[src/rtl/dmem_lsu_pkg.sv]
// Shared definitions for the data-memory load/store unit: FSM state
// encoding, RV32I funct3 codes, the registered request payload and the
// request-legality helpers.
package dmem_lsu_pkg;

   localparam int unsigned STATE_W = 2;
   localparam int unsigned XLEN    = 32;

   localparam logic [STATE_W-1:0] S_IDLE   = 2'd0;
   localparam logic [STATE_W-1:0] S_ACCESS = 2'd1;
   localparam logic [STATE_W-1:0] S_MERGE  = 2'd2;
   localparam logic [STATE_W-1:0] S_DONE   = 2'd3;

   localparam logic [2:0] F3_B  = 3'b000;
   localparam logic [2:0] F3_H  = 3'b001;
   localparam logic [2:0] F3_W  = 3'b010;
   localparam logic [2:0] F3_BU = 3'b100;
   localparam logic [2:0] F3_HU = 3'b101;

   // Request fields held for the duration of one operation
   typedef struct packed {
      logic            we;
      logic [2:0]      funct3;
      logic [1:0]      lane;
      logic [XLEN-1:0] wdata;
   } lsu_op_t;

   // Natural alignment for the access width encoded in funct3[1:0]
   function automatic logic is_aligned(input logic [2:0] funct3,
                                       input logic [1:0] addr_lo);
      logic ok;
      case (funct3[1:0])
         2'b00:   ok = 1'b1;
         2'b01:   ok = ~addr_lo[0];
         2'b10:   ok = (addr_lo == 2'b00);
         default: ok = 1'b0;
      endcase
      return ok;
   endfunction

   // Loads allow B/H/W/BU/HU; stores only B/H/W
   function automatic logic legal_funct3(input logic       we,
                                         input logic [2:0] funct3);
      logic ok;
      if (we) begin
         ok = (funct3 == F3_B) || (funct3 == F3_H) || (funct3 == F3_W);
      end else begin
         ok = (funct3 == F3_B) || (funct3 == F3_H) || (funct3 == F3_W) ||
              (funct3 == F3_BU) || (funct3 == F3_HU);
      end
      return ok;
   endfunction

endpackage

[src/rtl/dmem_lsu_align.sv]
// Combinational lane steering for the load/store unit.
//   word        : word read from memory
//   funct3      : RV32I width/sign code
//   lane        : byte address bits [1:0]
//   wdata       : store data (low byte/halfword used for SB/SH)
//   load_data_c : selected lane, sign- or zero-extended
//   merged_c    : word with the store lane replaced by wdata
module lsu_align
   import dmem_lsu_pkg::*;
(
   input  logic [31:0] word,
   input  logic [2:0]  funct3,
   input  logic [1:0]  lane,
   input  logic [31:0] wdata,
   output logic [31:0] load_data_c,
   output logic [31:0] merged_c
);

   logic [7:0]  byte_sel;
   logic [15:0] half_sel;

   // Lane extraction
   always_comb begin
      byte_sel = word[{lane, 3'b000} +: 8];
      half_sel = lane[1] ? word[31:16] : word[15:0];
   end

   // Load extension
   always_comb begin
      case (funct3)
         F3_B:    load_data_c = {{24{byte_sel[7]}}, byte_sel};
         F3_BU:   load_data_c = {24'h0, byte_sel};
         F3_H:    load_data_c = {{16{half_sel[15]}}, half_sel};
         F3_HU:   load_data_c = {16'h0, half_sel};
         default: load_data_c = word;
      endcase
   end

   // Store merge into the old word
   always_comb begin
      merged_c = word;
      case (funct3)
         F3_B:    merged_c[{lane, 3'b000} +: 8] = wdata[7:0];
         F3_H: begin
            if (lane[1]) merged_c[31:16] = wdata[15:0];
            else         merged_c[15:0]  = wdata[15:0];
         end
         default: merged_c = wdata;
      endcase
   end

endmodule

[src/rtl/dmem_lsu.sv]
// Load/store initiator and sole master of the word-wide data memory port.
// Loads are lane-extracted and extended; SB/SH are done as read-modify-write.
//   CLK, RST              : clock, asynchronous active-high reset
//   req_valid/req_ready   : request handshake
//   req_we/funct3/addr/wdata : request payload
//   resp_valid/rdata/err  : one-cycle completion pulse with result
//   mem_a/mem_wd/mem_we   : memory address (byte offset), write data, enable
//   mem_rd                : combinational read data for mem_a
module dmem_lsu
   import dmem_lsu_pkg::*;
#(
   parameter logic [31:0] DMEM_BASE = 32'h0010_0000,
   parameter int unsigned DMEM_SIZE = 32768
) (
   input  logic        CLK,
   input  logic        RST,
   input  logic        req_valid,
   output logic        req_ready,
   input  logic        req_we,
   input  logic [2:0]  req_funct3,
   input  logic [31:0] req_addr,
   input  logic [31:0] req_wdata,
   output logic        resp_valid,
   output logic [31:0] resp_rdata,
   output logic        resp_err,
   output logic [31:0] mem_a,
   output logic [31:0] mem_wd,
   output logic        mem_we,
   input  logic [31:0] mem_rd
);

   localparam logic [31:0] MEM_BYTES = 32'(DMEM_SIZE * 4);

   logic [STATE_W-1:0] state, state_n;
   lsu_op_t            op, op_n;
   logic               req_ready_n, resp_valid_n, resp_err_n, mem_we_n;
   logic [31:0]        resp_rdata_n, mem_a_n, mem_wd_n;

   logic [31:0]        req_off_c;
   logic               req_ok_c;
   logic [31:0]        load_data_c, merged_c;

   // Request decode; addresses below the base wrap and fail the range test
   assign req_off_c = req_addr - DMEM_BASE;
   assign req_ok_c  = legal_funct3(req_we, req_funct3) &&
                      (req_off_c < MEM_BYTES) &&
                      is_aligned(req_funct3, req_addr[1:0]);

   lsu_align u_align (
      .word        (mem_rd),
      .funct3      (op.funct3),
      .lane        (op.lane),
      .wdata       (op.wdata),
      .load_data_c (load_data_c),
      .merged_c    (merged_c)
   );

   // Next state and next registered outputs
   always_comb begin
      state_n      = state;
      op_n         = op;
      req_ready_n  = 1'b0;
      resp_valid_n = 1'b0;
      resp_err_n   = 1'b0;
      resp_rdata_n = 32'h0;
      mem_a_n      = mem_a;
      mem_wd_n     = mem_wd;
      mem_we_n     = 1'b0;

      case (state)
         S_IDLE: begin
            req_ready_n = 1'b1;
            if (req_valid && req_ready) begin
               req_ready_n = 1'b0;
               op_n.we     = req_we;
               op_n.funct3 = req_funct3;
               op_n.lane   = req_addr[1:0];
               op_n.wdata  = req_wdata;
               if (!req_ok_c) begin
                  state_n      = S_DONE;
                  resp_valid_n = 1'b1;
                  resp_err_n   = 1'b1;
               end else begin
                  state_n = S_ACCESS;
                  mem_a_n = req_off_c & ~32'h3;
                  // Full-word store writes during ACCESS directly
                  if (req_we && (req_funct3 == F3_W)) begin
                     mem_we_n = 1'b1;
                     mem_wd_n = req_wdata;
                  end
               end
            end
         end

         S_ACCESS: begin
            if (!op.we) begin
               state_n      = S_DONE;
               resp_valid_n = 1'b1;
               resp_rdata_n = load_data_c;
            end else if (op.funct3 == F3_W) begin
               state_n      = S_DONE;
               resp_valid_n = 1'b1;
            end else begin
               // mem_wd doubles as the merge buffer for the write in MERGE
               state_n  = S_MERGE;
               mem_we_n = 1'b1;
               mem_wd_n = merged_c;
            end
         end

         S_MERGE: begin
            state_n      = S_DONE;
            resp_valid_n = 1'b1;
         end

         S_DONE: begin
            state_n     = S_IDLE;
            req_ready_n = 1'b1;
         end

         default: begin
            state_n     = S_IDLE;
            req_ready_n = 1'b1;
         end
      endcase
   end

   // State and output registers
   always_ff @(posedge CLK or posedge RST) begin
      if (RST) begin
         state      <= S_IDLE;
         op         <= '0;
         req_ready  <= 1'b1;
         resp_valid <= 1'b0;
         resp_err   <= 1'b0;
         resp_rdata <= 32'h0;
         mem_a      <= 32'h0;
         mem_wd     <= 32'h0;
         mem_we     <= 1'b0;
      end else begin
         state      <= state_n;
         op         <= op_n;
         req_ready  <= req_ready_n;
         resp_valid <= resp_valid_n;
         resp_err   <= resp_err_n;
         resp_rdata <= resp_rdata_n;
         mem_a      <= mem_a_n;
         mem_wd     <= mem_wd_n;
         mem_we     <= mem_we_n;
      end
   end

endmodule
[config.mk]
export PLATFORM = sky130hd
export DESIGN_NAME = dmem_lsu
export DESIGN_NICKNAME = d
export VERILOG_FILES = /design/src/rtl/dmem_lsu_pkg.sv /design/src/rtl/dmem_lsu_align.sv /design/src/rtl/dmem_lsu.sv
export SDC_FILE = /design/constraint.sdc
export NUM_CORES = 1
export LEC_CHECK = 0
export CAP_MARGIN = 20
export CELL_PAD_IN_SITES_DETAIL_PLACEMENT = 0
export CELL_PAD_IN_SITES_GLOBAL_PLACEMENT = 1
export CORE_MARGIN = 3
export CORE_UTILIZATION = 35
export CTS_CLUSTER_SIZE = 16
export DETAILED_ROUTE_END_ITERATION = 16
export HOLD_SLACK_MARGIN = 0.02
export PLACE_DENSITY = 0.84
export SLEW_MARGIN = 20
export SYNTH_ARGS = -nofsm -noshare
export SYNTH_HDL_FRONTEND = slang
export SYNTH_SLANG_ARGS = --single-unit
[constraint.sdc]
create_clock -name CLK -period 9.3 [get_ports CLK]
set_input_delay 0.93 -clock CLK [delete_from_list [all_inputs] [get_ports CLK]]
set_output_delay 0.93 -clock CLK [all_outputs]
set_load 0.05 [all_outputs]
==> summary.md <==
| Metric | Value |
|---|---|
| Status | `finished, final reports clean` |
| Synth Area in XOR/XNOR | `0.120%` |
| Netlist cell types | `57` |
| Most frequent cells after synthesis | `nand2_1, dfrtp_1, nor2_1` |
| CP endpoint kind | `flip-flop` |
| Die Ht | `150 um` |
| DP Cell Count | `1,182` |
| Total congestion overflow | `0` |
| Dominant synthesized flop cell | `dfrtp_1` |
| Num CTS Buffers | `17` |
| Final hold vios | `0` |
| Setup TNS | `0 ns` |
| Routed Wire Length | `23.4 mm` |
| Largest net degree at the start of global routing | `83` |
| Clock skew | `0.00850 ns` |
| Total track usage | `20.8%` |
| # Post-CTS Setup Buffers | `0` |
| Min Tclk post-route | `3.84 ns` |
| CP top delay family | `simple AND/OR/NAND/NOR gates` |
| Root Buffer | `clkbuf_16` |
| Crit path kind | `primary input to flip-flop` |
| Routed vias/inst | `5.30` |
| Worst Path Arrival | `4.15 ns` |
| Most common cell in the netlist | `nand2_1` |
| Synth Instances | `756` |
| Routability cong. | `0.909` |
| Synth Area in Compound Gates | `16.3%` |
| Leak | `0.00453 uW` |
| Die area | `22,600 sq um` |
| Initial core utilization | `35.8%` |
| Port Buffers | `200` |
| Synthesized area | `7300 sq um` |
| Largest family of logic cells by synthesized area | `compound AO/OA/AOI/OAI gates` |
| CTS tree | `yes` |
| # setup viols final | `0` |
| Worst Max-Slew Pin Slew | `0.815 ns` |
| H-tree levels | `4` |
| Relative slew margins | `44.9%` |
| CP startpoint | `req_addr[20]` |
| Max incr delay on CP | `0.72 ns` |
| Worst hold path class | `flip-flop to flip-flop` |
| # clock sinks | `138` |
| Post-synthesis mux area share | `12.5%` |
| DP Wirelength | `16.6 mm` |
| Power Density | `339 nW/um^2` |
| Die Wd | `150 um` |
| Share of cells above drive strength 1 | `10.8%` |
| ANT nets after route | `0` |
| Synth top area cells | `dfrtp_1, nand2_1, mux2_4, mux2i_1, o21ai_0` |
| Row count | `52` |
| Synth Area in Adders | `2.06%` |
| Clk slew on worst S/H paths | `0.06 ns` |
| CP Launch Type | `primary input` |
| Crit path buffers/inverters | `3` |
| Seq/Total Area, Yosys | `47.3%` |
| Crit Path Max Fanout | `19` |
| Yosys Warn Count | `0` |
| Clk Latency, worst-skew pair | `0.43 ns` |
| RSZ-0062 raised after global routing | `no` |
| Maximum resistive drop on vdd | `0.000172 V` |
| CP Cell Sequence | `clkdlybuf4s50_1, inv_1, ha_1, nand2b_2, or4_4, a2111o_1, or3_1, buf_4, mux2_4` |
| Initial antenna violation count | `1` |
| Layout Nets | `1,046` |
| Reg-to-reg critical path startpoint | `op[32]$_DFFE_PP0P_` |
| Max stage delay cell, worst path | `or3_1` |
| Fin crit share | `41.3%` |
| Flops & latches, synth | `138` |
| Drt first pass iters | `5` |
| DR DRC count | `0` |
| Mean cell area of the mapped netlist | `9.65 sq um` |
| Final slew viol count | `0` |
| CTS hold repair buffers | `0` |
| Post-synth top area share | `47.0%` |
| Finished Layout Cells | `1,215` |
| Vias | `6,440` |
| Vias in the first global route | `6,243` |
| DR iter-0 viols | `444` |
| Max cap viols | `0` |
| Async S/R FF share, synth | `100%` |
| WP data required | `9.61 ns` |
| First-pass GRT wire length | `36.1 mm` |
| Avg WL per Cell | `19.2 um` |
| Post-cts sizing count | `0` |
| EDFF count, synth | `0` |
| Core area | `20,400 sq um` |
| Synth area leader | `dfrtp_1` |
| Longest Clk Path Bufs | `2` |
| Syn-to-layout area delta | `38.2%` |
| Simple-gate share of the synthesized area | `15.8%` |
| Ports | `203` |
| Hold path start | `op[16]$_DFFE_PP0P_` |
| Final core utilization | `49.5%` |
| F_max | `260 MHz` |
[sequential cells by signal, indices dropped and copies added, names as in the netlist]
register and flops:
mem_a 30, mem_wd 32, mem_we 1, op 38, req_ready 1, resp_err 1, resp_rdata 32, resp_valid 1
state 2
[layout by cell type, fill, tap and decap left out, types with 8 or more instances in the layout]
cell type and count:
mux2_4 18, nor2b_1 19, nor2_1 53, dfrtp_1 137
mux2_2 18, and2_1 10, a211oi_1 16, nand2_1 146
a221oi_1 17, o21ai_0 41, inv_1 43, mux4_2 8
clkbuf_16 17, a31oi_1 9, a211o_1 8, a21oi_1 39
o22ai_1 8, mux2i_1 26, o2111ai_1 16, a2111oi_0 8
buf_4 10, ha_1 11, clkdlybuf4s50_1 200
[logic make-up (layout without fill, tap and decap cells)]
family | count (synthesis) | count (layout)
AOI/OAI and AO/OA | 177 | 177
muxes | 70 | 70
and+or+nand+nor | 258 | 258
other | 1 | 3
xor gates and xnor gates | 1 | 1
DFF | 138 | 138
buffers and inverters | 99 | 286
adders and majority gates | 12 | 12
[worst paths after layout]
path / to / slack, ns / depth (start not counted)
worst max-delay path: mem_a[7]$_DFFE_PP0P_ / 5.46 / 9
worst min-delay path: op[16]$_DFFE_PP0P_ / 0.47 / 2
worst max register to register: mem_wd[29]$_DFFE_PP0P_ / 6.11 / 7
worst min register to register: op[16]$_DFFE_PP0P_ / 0.47 / 2
max in group asynchronous: resp_rdata[26]$_DFF_PP0_ / 7.07 / 3
min in group asynchronous: mem_a[18]$_DFFE_PP0P_ / 1.00 / 2
[power by group]
| group | total, uW | switching (uW) | leakage (uW) | internal (uW) |
|---|---|---|---|---|
| logic | 1780 | 1150 | 0.00248 | 627 |
| clock network | 672 | 275 | 0.000271 | 397 |
| registers | 968 | 154 | 0.00178 | 813 |
[per-layer routing]
metal | up-vias | GRT usage (%) | part of all wire, %
met2 | 270 | 30.6 | 45
met1 | 3113 | 30.6 | 46
met4 | 2 | 6.27 | 1.9
met5 | - | 0 | 0.056
met3 | 45 | 4.64 | 7.4
li1 | 3010 | - | -
[worst reg2reg max path, cell delays in order, from the launching register on]
cell and delay (ns):
dfrtp_1 0.77, inv_1 0.27, ha_1 0.42, nor4bb_2 0.75
a221oi_1 0.18, a211o_1 0.37, a31oi_1 0.21, mux2_2 0.18
[per-stage QoR]
step | area (sq um) | setup WS, ns | total power [uW] | hold slack (ns)
2_1_floorplan | 7300 | 4.68 | 2160 | 0.446
3_3_place_gp | 9490 | 5.09 | 2720 | 0.457
3_5_place_dp | 9500 | 5.02 | 2750 | 0.463
4_1_cts | 10100 | 5.47 | 3430 | 0.478
5_1_grt | 10100 | 5.34 | 3620 | 0.499
6_report | 10100 | 5.46 | 3420 | 0.474
[layout make-up]
class,instances,area (sq um)
timing repair buffer,210,2080
multi-input combinational,520,3470
clock buffer,19,433
inverter,44,170
clock inverter,13,144
sequential,138,3450
fill,1929,10300
antenna,1,2.50
tap,270,338
(Power assumes the default switching activity.)
